===== config.mk =====
export PLATFORM = sky130hd
export DESIGN_NAME = latch259_writer_flat
export DESIGN_NICKNAME = d
export VERILOG_FILES = /design/src/rtl/latch259_writer_pkg.sv /design/src/rtl/latch259_writer_if.sv /design/src/rtl/latch259_writer_next_bit.sv /design/src/rtl/latch259_writer.sv /design/src/flat_wrapper.sv
export SDC_FILE = /design/constraint.sdc
export NUM_CORES = 1
export LEC_CHECK = 0
export CORE_ASPECT_RATIO = 2
export CORE_MARGIN = 2
export CORE_UTILIZATION = 32
export DETAILED_ROUTE_END_ITERATION = 8
export PLACE_DENSITY = 0.6
export SLEW_MARGIN = 20
export SYNTH_ARGS = -nofsm -noshare
export SYNTH_HDL_FRONTEND = slang
export SYNTH_SLANG_ARGS = --single-unit

===== constraint.sdc =====
create_clock -name clk -period 4.3 [get_ports clk]
set_clock_uncertainty 0.1 [all_clocks]
set_input_delay 0.645 -clock clk [delete_from_list [all_inputs] [get_ports clk]]
set_output_delay 0.645 -clock clk [all_outputs]
set_load 0.005 [all_outputs]

===== src/rtl/latch259_writer_pkg.sv =====
// Shared definitions for the 74HC259 write sequencer.
//   state_t  : FSM state encoding (IDLE = 0 .. HOLD = 4)
//   IDX_W    : width of a latch bit address
//   phase_w(): width of the shared phase down-counter for a given set of
//              phase lengths (never narrower than one bit)
package latch259_pkg;

    typedef enum logic [2:0] {
        ST_IDLE   = 3'd0,
        ST_CLEAR  = 3'd1,
        ST_SETUP  = 3'd2,
        ST_STROBE = 3'd3,
        ST_HOLD   = 3'd4
    } state_t;

    localparam int IDX_W = 3;

    // The counter is loaded with length-1, so clog2(longest phase) bits suffice.
    function automatic int phase_w(input int s, input int p, input int h);
        int m;
        m = s;
        if (p > m) m = p;
        if (h > m) m = h;
        return (m <= 1) ? 1 : $clog2(m);
    endfunction

endpackage


===== src/rtl/latch259_writer_if.sv =====
// Byte handshake between the bus-side register logic and the latch writer.
//   din/mask : byte and per-bit write enables
//   valid    : din/mask valid
//   clr      : clear request (sampled only while ready)
//   ready    : writer idle and accepting
//   busy     : writer not idle
interface latch259_writer_if;
    logic [7:0] din;
    logic [7:0] mask;
    logic       valid;
    logic       clr;
    logic       ready;
    logic       busy;

    modport master (output din, mask, valid, clr, input ready, busy);
    modport slave  (input din, mask, valid, clr, output ready, busy);
endinterface


===== src/rtl/latch259_writer_next_bit.sv =====
// Combinational priority encoder choosing the next latch bit to write.
//   mask  : bits still eligible for writing
//   cur   : index of the bit just written
//   start : 1 = pick the lowest set bit, 0 = pick the lowest set bit above cur
//   nxt   : chosen index
//   found : a qualifying bit exists
module latch259_next_bit
    import latch259_pkg::*;
(
    input  logic [7:0]       mask,
    input  logic [IDX_W-1:0] cur,
    input  logic             start,
    output logic [IDX_W-1:0] nxt,
    output logic             found
);

    // Scan downwards so the lowest qualifying index is the one left standing.
    always_comb begin
        nxt   = '0;
        found = 1'b0;
        for (int i = 7; i >= 0; i--) begin
            if (mask[i] && (start || (i > int'(cur)))) begin
                nxt   = IDX_W'(i);
                found = 1'b1;
            end
        end
    end

endmodule


===== src/rtl/latch259_writer.sv =====
// Write sequencer feeding an emulated 74HC259 addressable latch.
// Accepts one byte per handshake and writes each enabled bit into the latch
// in ascending order with setup / strobe / hold phases; an optional clear
// pulses the latch master reset first.
//   clk, rst_n : clock, asynchronous active-low reset
//   bus        : byte handshake (slave side)
//   a, d       : latch address and data
//   n_le       : latch enable, active low
//   n_mr       : latch master reset, active low
//
// state  | meaning
// IDLE   | ready, waiting for valid or clr
// CLEAR  | n_mr low for PULSE_CYC cycles
// SETUP  | a/d presented, n_le high, SETUP_CYC cycles
// STROBE | n_le low, PULSE_CYC cycles
// HOLD   | n_le high, a/d held, HOLD_CYC cycles
module latch259_writer
    import latch259_pkg::*;
#(
    parameter int SETUP_CYC = 1,
    parameter int PULSE_CYC = 1,
    parameter int HOLD_CYC  = 1
) (
    input  logic             clk,
    input  logic             rst_n,
    latch259_writer_if.slave bus,
    output logic [IDX_W-1:0] a,
    output logic             d,
    output logic             n_le,
    output logic             n_mr
);

    localparam int CW = phase_w(SETUP_CYC, PULSE_CYC, HOLD_CYC);
    localparam logic [CW-1:0] LD_SETUP = CW'(SETUP_CYC - 1);
    localparam logic [CW-1:0] LD_PULSE = CW'(PULSE_CYC - 1);
    localparam logic [CW-1:0] LD_HOLD  = CW'(HOLD_CYC - 1);

    state_t           state, state_nxt;
    logic [CW-1:0]    cnt, cnt_nxt;
    logic [IDX_W-1:0] idx_nxt;
    logic [7:0]       din_r, mask_r;
    logic             wr_pend;
    logic             accept;
    logic [7:0]       enc_mask, enc_din;
    logic [IDX_W-1:0] nb_idx;
    logic             nb_found;

    assign accept = bus.ready && (bus.valid || bus.clr);

    // In IDLE the first bit must be chosen from the byte being accepted this
    // edge, before it lands in the capture registers.
    assign enc_mask = (state == ST_IDLE) ? bus.mask : mask_r;
    assign enc_din  = (state == ST_IDLE) ? bus.din  : din_r;

    latch259_next_bit u_next_bit (
        .mask  (enc_mask),
        .cur   (a),
        .start (state != ST_HOLD),
        .nxt   (nb_idx),
        .found (nb_found)
    );

    always_comb begin
        state_nxt = state;
        cnt_nxt   = cnt;
        idx_nxt   = a;
        case (state)
            ST_IDLE: begin
                if (accept) begin
                    if (bus.clr) begin
                        state_nxt = ST_CLEAR;
                        cnt_nxt   = LD_PULSE;
                    end else if (nb_found) begin
                        state_nxt = ST_SETUP;
                        cnt_nxt   = LD_SETUP;
                        idx_nxt   = nb_idx;
                    end
                end
            end
            ST_CLEAR: begin
                if (cnt == '0) begin
                    if (wr_pend && nb_found) begin
                        state_nxt = ST_SETUP;
                        cnt_nxt   = LD_SETUP;
                        idx_nxt   = nb_idx;
                    end else begin
                        state_nxt = ST_IDLE;
                    end
                end else begin
                    cnt_nxt = cnt - CW'(1);
                end
            end
            ST_SETUP: begin
                if (cnt == '0) begin
                    state_nxt = ST_STROBE;
                    cnt_nxt   = LD_PULSE;
                end else begin
                    cnt_nxt = cnt - CW'(1);
                end
            end
            ST_STROBE: begin
                if (cnt == '0) begin
                    state_nxt = ST_HOLD;
                    cnt_nxt   = LD_HOLD;
                end else begin
                    cnt_nxt = cnt - CW'(1);
                end
            end
            ST_HOLD: begin
                if (cnt == '0) begin
                    if (nb_found) begin
                        state_nxt = ST_SETUP;
                        cnt_nxt   = LD_SETUP;
                        idx_nxt   = nb_idx;
                    end else begin
                        state_nxt = ST_IDLE;
                    end
                end else begin
                    cnt_nxt = cnt - CW'(1);
                end
            end
            default: state_nxt = ST_IDLE;
        endcase
    end

    // Outputs are registered from the next state so they change together
    // with the state they belong to.
    always_ff @(posedge clk or negedge rst_n) begin
        if (!rst_n) begin
            state     <= ST_IDLE;
            cnt       <= '0;
            a         <= '0;
            d         <= 1'b0;
            n_le      <= 1'b1;
            n_mr      <= 1'b1;
            bus.ready <= 1'b1;
            bus.busy  <= 1'b0;
            din_r     <= '0;
            mask_r    <= '0;
            wr_pend   <= 1'b0;
        end else begin
            state     <= state_nxt;
            cnt       <= cnt_nxt;
            if (state_nxt == ST_SETUP) begin
                a <= idx_nxt;
                d <= enc_din[idx_nxt];
            end
            n_le      <= (state_nxt != ST_STROBE);
            n_mr      <= (state_nxt != ST_CLEAR);
            bus.ready <= (state_nxt == ST_IDLE);
            bus.busy  <= (state_nxt != ST_IDLE);
            if (accept) begin
                din_r   <= bus.din;
                mask_r  <= bus.mask;
                wr_pend <= bus.valid && (bus.mask != 8'h00);
            end
        end
    end

endmodule


===== src/flat_wrapper.sv =====
// flat-port wrapper written by rule: the top's interface ports become plain ports
module latch259_writer_flat import latch259_pkg::*;
#(
    parameter int SETUP_CYC = 1,
    parameter int PULSE_CYC = 1,
    parameter int HOLD_CYC  = 1
)
  (clk, rst_n, a, d, n_le, n_mr, bus_din, bus_mask, bus_valid, bus_clr, bus_ready, bus_busy);
  latch259_writer_if bus_i ();
  input  logic clk;
  input  logic rst_n;
  output logic [IDX_W-1:0] a;
  output logic d;
  output logic n_le;
  output logic n_mr;
  input wire logic [$bits(bus_i.din)-1:0] bus_din;
  input wire logic [$bits(bus_i.mask)-1:0] bus_mask;
  input wire logic [$bits(bus_i.valid)-1:0] bus_valid;
  input wire logic [$bits(bus_i.clr)-1:0] bus_clr;
  output wire logic [$bits(bus_i.ready)-1:0] bus_ready;
  output wire logic [$bits(bus_i.busy)-1:0] bus_busy;
  assign bus_i.din = bus_din;
  assign bus_i.mask = bus_mask;
  assign bus_i.valid = bus_valid;
  assign bus_i.clr = bus_clr;
  assign bus_ready = bus_i.ready;
  assign bus_busy = bus_i.busy;
  latch259_writer #(.SETUP_CYC(SETUP_CYC), .PULSE_CYC(PULSE_CYC), .HOLD_CYC(HOLD_CYC)) u_core (.clk(clk), .rst_n(rst_n), .bus(bus_i), .a(a), .d(d), .n_le(n_le), .n_mr(n_mr));
endmodule

==> summary.md, run 1 <==
| Metric | Value |
|---|---|
| CTS max path bufs | 2 |
| Clock period minus worst slack | between 3 and 4 ns |
| Cells after DPL | 240 |
| Net Count, Synth | between 150 and 200 |
| Final Net Count | between 200 and 250 |
| Row count | 36 |
| Worst Tran Pin Value | ~0.81 ns |
| Initial antenna violation count | 0 |
| Grt total ovfl | 0 |
| Average wire per standard cell | between 15 and 20 um |
| Slew Viols, Final | 0 |
| Later-pin clock latency in the skew report | around 0.28 ns |
| Final HPWL DP | about 3 mm |
| Avg Synthesized Cell Area | 9.83 sq um |
| CP Launch Type | flop |
| Drt first pass iters | 4 |
| Min-delay worst type | flop to flop |
| Synth warn | 0 |
| FF+latch count, synth | 28 |
| WP data required | 4.37 ns |
| Root buffer cell | clkbuf_8 |
| Largest net degree at the start of global routing | 29 |
| Final WL | 3.94 mm |
| Hold buffer count at CTS | 0 |
| PwrDens | around 770 nW/um^2 |
| VDD IR max | around 0.33 mV |
| Cts bufs inserted | 3 |
| Diodes inserted | 0 |
| Slowest Stage Delay on Critical Path | between 0.5 and 0.6 ns |
| Final setup fails | 0 |
| Finished Layout Cells | 244 |
| Hold Crit Start | u_core.wr_pend |
| Mapped Cells | 162 |
| Lkg Pwr | between 0.7 and 0.8 nW |
| Register area share after synthesis | 44.2% |
| TritonCTS clock tree | built |
| Die Span X | about 54 um |
| Die footprint | ~5600 sq um |
| Worst Hold End | u_core.wr_pend |
| Setup CP Type | flop to flop |
| Final Hold Vio Count | 0 |
| Post-cts sizing count | 0 |
| Slew headroom | 45.0% |
| Fmax | approximately 330 MHz |
| RSZ-0062 raised after global routing | false |
| Via density | 5.58 |
| Reg2reg setup slack | around 1.3 ns |
| Routed Antenna Nets | 0 |
| Post-placement cell area | roughly 1900 sq um |
| Maximum capacitance violations | 0 |
| Number of I/O pins | 28 |
| Post-route DRC | 0 |
| Register-to-Register Path Depth | 9 |
| Hold Path Stages | 1 |
| Reg2reg end | u_core.d |
| Vias in the first global route | roughly 1.4k |
| Crit Path Max Fanout | 17 |
| Post-Syn Area | 1590 sq um |
| Starting density of the core | between 30% and 40% |
| Worst-path clk slew | 0.10 ns |
| Final period util | 70.4% |
| Top FF cell, synth | dfrtp_1 |
| Starting DRT DRC Count | 21 |
| Status | finished, final reports clean |
| P&R area growth vs syn | 24.6% |
| Core area | a little under 5000 sq um |
| Yosys cell types | 44 |
| H-Tree Depth | 1 |
| CTS sink count | 28 |
| First-pass GRT wire length | ~6.6 mm |
| Filler cells | about 470 |
| CP arrival | ~3.1 ns |
| CP endpoint kind | flop |
| Height of the die | just over 100 um |
| Vias | between 1k and 1.5k |
| Final setup TNS | 0 ns |
| Reg2reg start | u_core.state[0] |
| CP cell instances | nor3_4, mux2i_1, o2111ai_1, a31oi_1, o311a_1, and3_1, o31a_1, o21ai_1, o211ai_1 |
| Slowest-stage cell, CP | dfrtp_1 |
| RePlAce Congestion | roughly 0.8 |
| Share of layout cells above drive strength 1 | between 15 and 20% |
| Tot GR Track Use | between 15 and 20% |
| Asr flop ratio synth | 100% |
| EDFF count, synth | 0 |
| Post-CTS Setup Inserts | 0 |
| Design area | slightly below 2000 sq um |
| # port buffers | 27 |
[kinds of logic after synthesis]
kind of cell | after synthesis | share of synthesized area [%]
buf+inv | 13 | 3.69
compound gates | 39 | 17.4
simple gates | 62 | 20.9
mux | 20 | 13.8
flops | 28 | 44.2
[metrics by stage]
step | total power, mW | utilization (%) | hold slack, ns | setup WS (ns)
finish | 1.52 | 41.2 | 0.407 | 1.27
global route | 1.65 | 41.2 | 0.436 | 0.974
CTS | 1.53 | 41.2 | 0.410 | 1.25
detailed placement | 1.32 | 39.7 | 0.386 | 0.973
global placement | 1.31 | 39.7 | 0.387 | 0.984
floorplan | 1.09 | - | 0.249 | 1.70
[power breakdown]
| group | switching [mW] | internal (mW) |
|---|---|---|
| Combinational | 0.379 | 0.382 |
| Clock | 0.0870 | 0.125 |
| Sequential | 0.151 | 0.400 |
| Total | 0.617 | 0.907 |
[cells in the mapped netlist (all sizes together) (4+ instances only)]
| cell type | number | area (sq um) |
|---|---|---|
| a21oi | 7 | 35.0 |
| nor3 | 6 | 41.3 |
| clkbuf | 4 | 15.0 |
| buf | 5 | 28.8 |
| dfrtp | 25 | 626 |
| nor2 | 11 | 41.3 |
| mux2i | 4 | 40.0 |
| o21ai | 6 | 30.0 |
| a21o | 6 | 45.0 |
| nand2 | 12 | 45.0 |
| inv | 4 | 15.0 |
| mux2 | 16 | 180 |
| nand3 | 15 | 75.1 |
[critical path: cells and delay by family, from the launching register on]
kind	cells	cell delay (ns)
multiplexers	1	0.16
flip-flops	1	0.59
AND/OR/NAND/NOR	2	0.72
AO/OA/AOI/OAI	6	1.33
[layout by cell type, fill, tap and decap left out, types with 2 or more instances in the layout]
cell type | Yosys | layout
and3_1 | 3 | 3
a21o_1 | 6 | 6
clkbuf_8 | 0 | 3
dfstp_2 | 3 | 3
o21ai_0 | 3 | 3
o21ai_1 | 3 | 3
a31oi_1 | 3 | 3
o2111ai_1 | 2 | 2
dfrtp_1 | 25 | 25
o31a_1 | 2 | 2
mux2i_1 | 4 | 4
nand3b_1 | 3 | 3
or3_1 | 2 | 2
buf_4 | 2 | 3
nor2_1 | 11 | 11
o22ai_1 | 3 | 3
clkdlybuf4s50_1 | 0 | 27
inv_1 | 4 | 4
nand2_1 | 12 | 12
nand2b_1 | 2 | 2
nand3_1 | 15 | 15
mux2_2 | 16 | 16
a21oi_1 | 7 | 7
nor3_1 | 5 | 5
[final cells by class]
class                   count  area (sq um)  area share [%]
flip-flops and latches     28           704            35.5
repair buffers             30           293            14.8
well taps                  57          71.3            3.59
clock buffers               3          41.3            2.08
clock inverters             1          30.0            1.51
inverters                   4          15.0           0.757
multi-input cells         121           830            41.8
[per-layer routing]
metal | vias to the layer above | global-route usage, % | routed length [um]
li1 | 654 | - | -
met1 | 675 | 16.3 | 1350
met2 | 25 | 29.3 | 2400
met3 | 7 | 1.59 | 77
met4 | 0 | 8.06 | 111
met5 | - | 0 | 0
[registers in the layout, summed over array words and instances, names as in the netlist]
name and count:
u_core.din_r 8, u_core.mask_r 8, u_core.a 3, u_core.state 3, u_core.bus.busy 1, u_core.bus.ready 1
u_core.d 1, u_core.n_le 1, u_core.n_mr 1, u_core.wr_pend 1
[worst max-delay path by stage]
stage	from	to	slack, ns
after floorplan	bus_mask[2]	u_core.d	1.70
after global placement	bus_mask[2]	u_core.d	0.98
after detailed placement	bus_mask[2]	u_core.d	0.97
after CTS	u_core.state[0]	u_core.d	1.25
after global routing	u_core.state[0]	u_core.d	0.97
final	u_core.state[0]	u_core.d	1.27
(Power assumes the default switching activity.)
==> run 2, diff against run 1 <==
==> constraint.sdc (replaced) <==
create_clock -name clk -period 3 [get_ports clk]
set_clock_uncertainty 0.1 [all_clocks]
set_input_delay 0.45 -clock clk [delete_from_list [all_inputs] [get_ports clk]]
set_output_delay 0.45 -clock clk [all_outputs]
set_load 0.005 [all_outputs]
==> run 2 against run 1 <==
Against the previous run: critical path depth unchanged; critical endpoint unchanged; final cell count increased by 5.3%; routed wire length rose by 5.3%; sequential cell count unchanged; die area unchanged; utilization increased by 2.0 points; largest cell class unchanged; worst hold slack improved by 0.0065 ns; sequential share of layout area down 1.7 points; first-iteration DRC count is 4.8% higher.
==> summary.md, run 2 (synthesized netlist as in run 1, its figures left out) <==
| Metric | Value |
|---|---|
| Hold Slack | slightly above 0.4 ns |
| Number of I/O pins | 28 |
| Largest net degree at the start of global routing | 29 |
| Worst slack at placement | -0.00300 ns |
| CP endpoint kind | flop |
| Most frequent cells in the layout | 27 x clkdlybuf4s50_1, 25 x dfrtp_1, 16 x mux2_2, 16 x buf_4, 15 x nand3_1 |
| # port buffers | 27 |
| Vias | 1414 |
| Drt first pass iters | 4 |
| VDD IR max | slightly above 0.5 mV |
| Root buffer cell | clkbuf_8 |
| Maximum capacitance violations | 0 |
| Initial antenna violation count | 0 |
| First-pass GRT wire length | between 6 and 7 mm |
| Lkg Pwr | around 0.85 nW |
| Routed Antenna Nets | 0 |
| PwrDens | about 1100 nW/um^2 |
| Slew Viols, Final | 0 |
| Crit path from | u_core.state[2] |
| H-Tree Depth | 1 |
| Final HPWL DP | 3.21 mm |
| Vias in the first global route | around 1.5k |
| Starting DRT DRC Count | 22 |
| Setup CP Type | flop to flop |
| Most common library cell in the layout ignoring fill and taps | clkdlybuf4s50_1 |
| Hold Crit Start | u_core.din_r[5] |
| Power, Total | between 2 and 2.5 mW |
| Later-pin clock latency in the skew report | between 0.2 and 0.3 ns |
| Final Net Count | roughly 220 |
| Fmax | between 300 and 400 MHz |
| CTS max path bufs | 2 |
| Post-route DRC | 0 |
| TritonCTS clock tree | built |
| Grt total ovfl | 0 |
| Min-delay worst type | flop to flop |
| Final period util | 93.1% |
| Filler cells | 480 |
| CTS sink count | 28 |
| Share of layout cells above drive strength 1 | 21.5% |
| Final core utilization | a little over two fifths |
| CP Launch Type | flop |
| Tot GR Track Use | between 10% and 20% |
| Status | finished, final reports clean |
| Slew headroom | between 40% and 50% |
| Final Hold Vio Count | 0 |
| Via density | around 5.5 |
| Die Span X | roughly 54 um |
| Worst-path clk slew | between 0.1 and 0.15 ns |
| Worst Tran Pin Value | ~0.75 ns |
| Cts bufs inserted | 3 |
| Starting density of the core | between 30 and 40% |
| Core area | 4820 sq um |
| Height of the die | ~100 um |
| RePlAce Congestion | 0.811 |
| Post-CTS Setup Inserts | 0 |
| Clock period minus worst slack | 2.79 ns |
| Post-placement cell area | 2010 sq um |
| Post-cts sizing count | 0 |
| Final setup fails | 0 |
| Design area | roughly 2100 sq um |
| Hold buffer count at CTS | 0 |
| P&R area growth vs syn | 30.7% |
| Setup WS post-layout | about 0.21 ns |
| CP arrival | 2.86 ns |
| Diodes inserted | 0 |
| Reg2reg start | u_core.state[2] |
| Final WL | around 4.1 mm |
| Largest registers | u_core.din_r x8, u_core.mask_r x8 |
| Row count | 36 |
| Crit Path Max Fanout | 10 |
| Average wire per standard cell | ~16 um |
| WP data required | 3.07 ns |
| Die footprint | 5590 sq um |
| RSZ-0062 raised after global routing | false |
[run 2: cell count changes in the layout (fill, tap and decap cells not counted)]
cell / delta
buf_4: +13
[run 2: metal layers]
metal | up-vias | share of wire (%) | GRT usage, %
li1 | 681 | - | -
met1 | 710 | 35 | 16.1
met2 | 16 | 62 | 31.4
met3 | 7 | 1.3 | 1.87
met4 | 0 | 2.0 | 6.96
met5 | - | 0 | 0
[run 2: power breakdown]
group	internal [mW]	switching [mW]	leakage, nW
logic	0.634	0.596	0.489
clock network	0.179	0.130	0.0357
registers	0.573	0.195	0.330
total	1.39	0.920	0.855
[run 2: worst paths after layout]
kind	cells after the start	to	slack, ns
setup / recovery	9	u_core.d	0.21
hold / removal	1	u_core.din_r[5]	0.41
setup reg to reg	9	u_core.d	0.21
hold reg to reg	1	u_core.din_r[5]	0.41
max in group asynchronous	2	u_core.n_mr	2.07
min in group asynchronous	2	u_core.din_r[0]	0.43
[run 2: critical path: stages (launching register included)]
cell and delay [ns]:
dfrtp_1 0.53, nor3_4 0.43, mux2i_1 0.16, o2111ai_1 0.22, a31oi_1 0.11, o311a_1 0.39
and3_1 0.19, o31a_1 0.29, o21ai_1 0.14, o211ai_1 0.10
[run 2: metrics by stage]
| step | setup TNS, ns | instances |
|---|---|---|
| final | 0 | 257 |
| after global routing | 0 | 257 |
| after CTS | 0 | 257 |
| after detailed placement | -0.00300 | 253 |
| after global placement | 0 | 253 |
| after floorplan | 0 | 162 |
[run 2: layout make-up]
cell class              instances  area, sq um  area share, %
clock buffers                   3         41.3           1.98
clock inverters                 1         30.0           1.44
inverters                       4         15.0          0.721
multi-input cells             121          830           39.8
flip-flops and latches         28          704           33.8
well taps                      57         71.3           3.43
repair buffers                 43          390           18.7
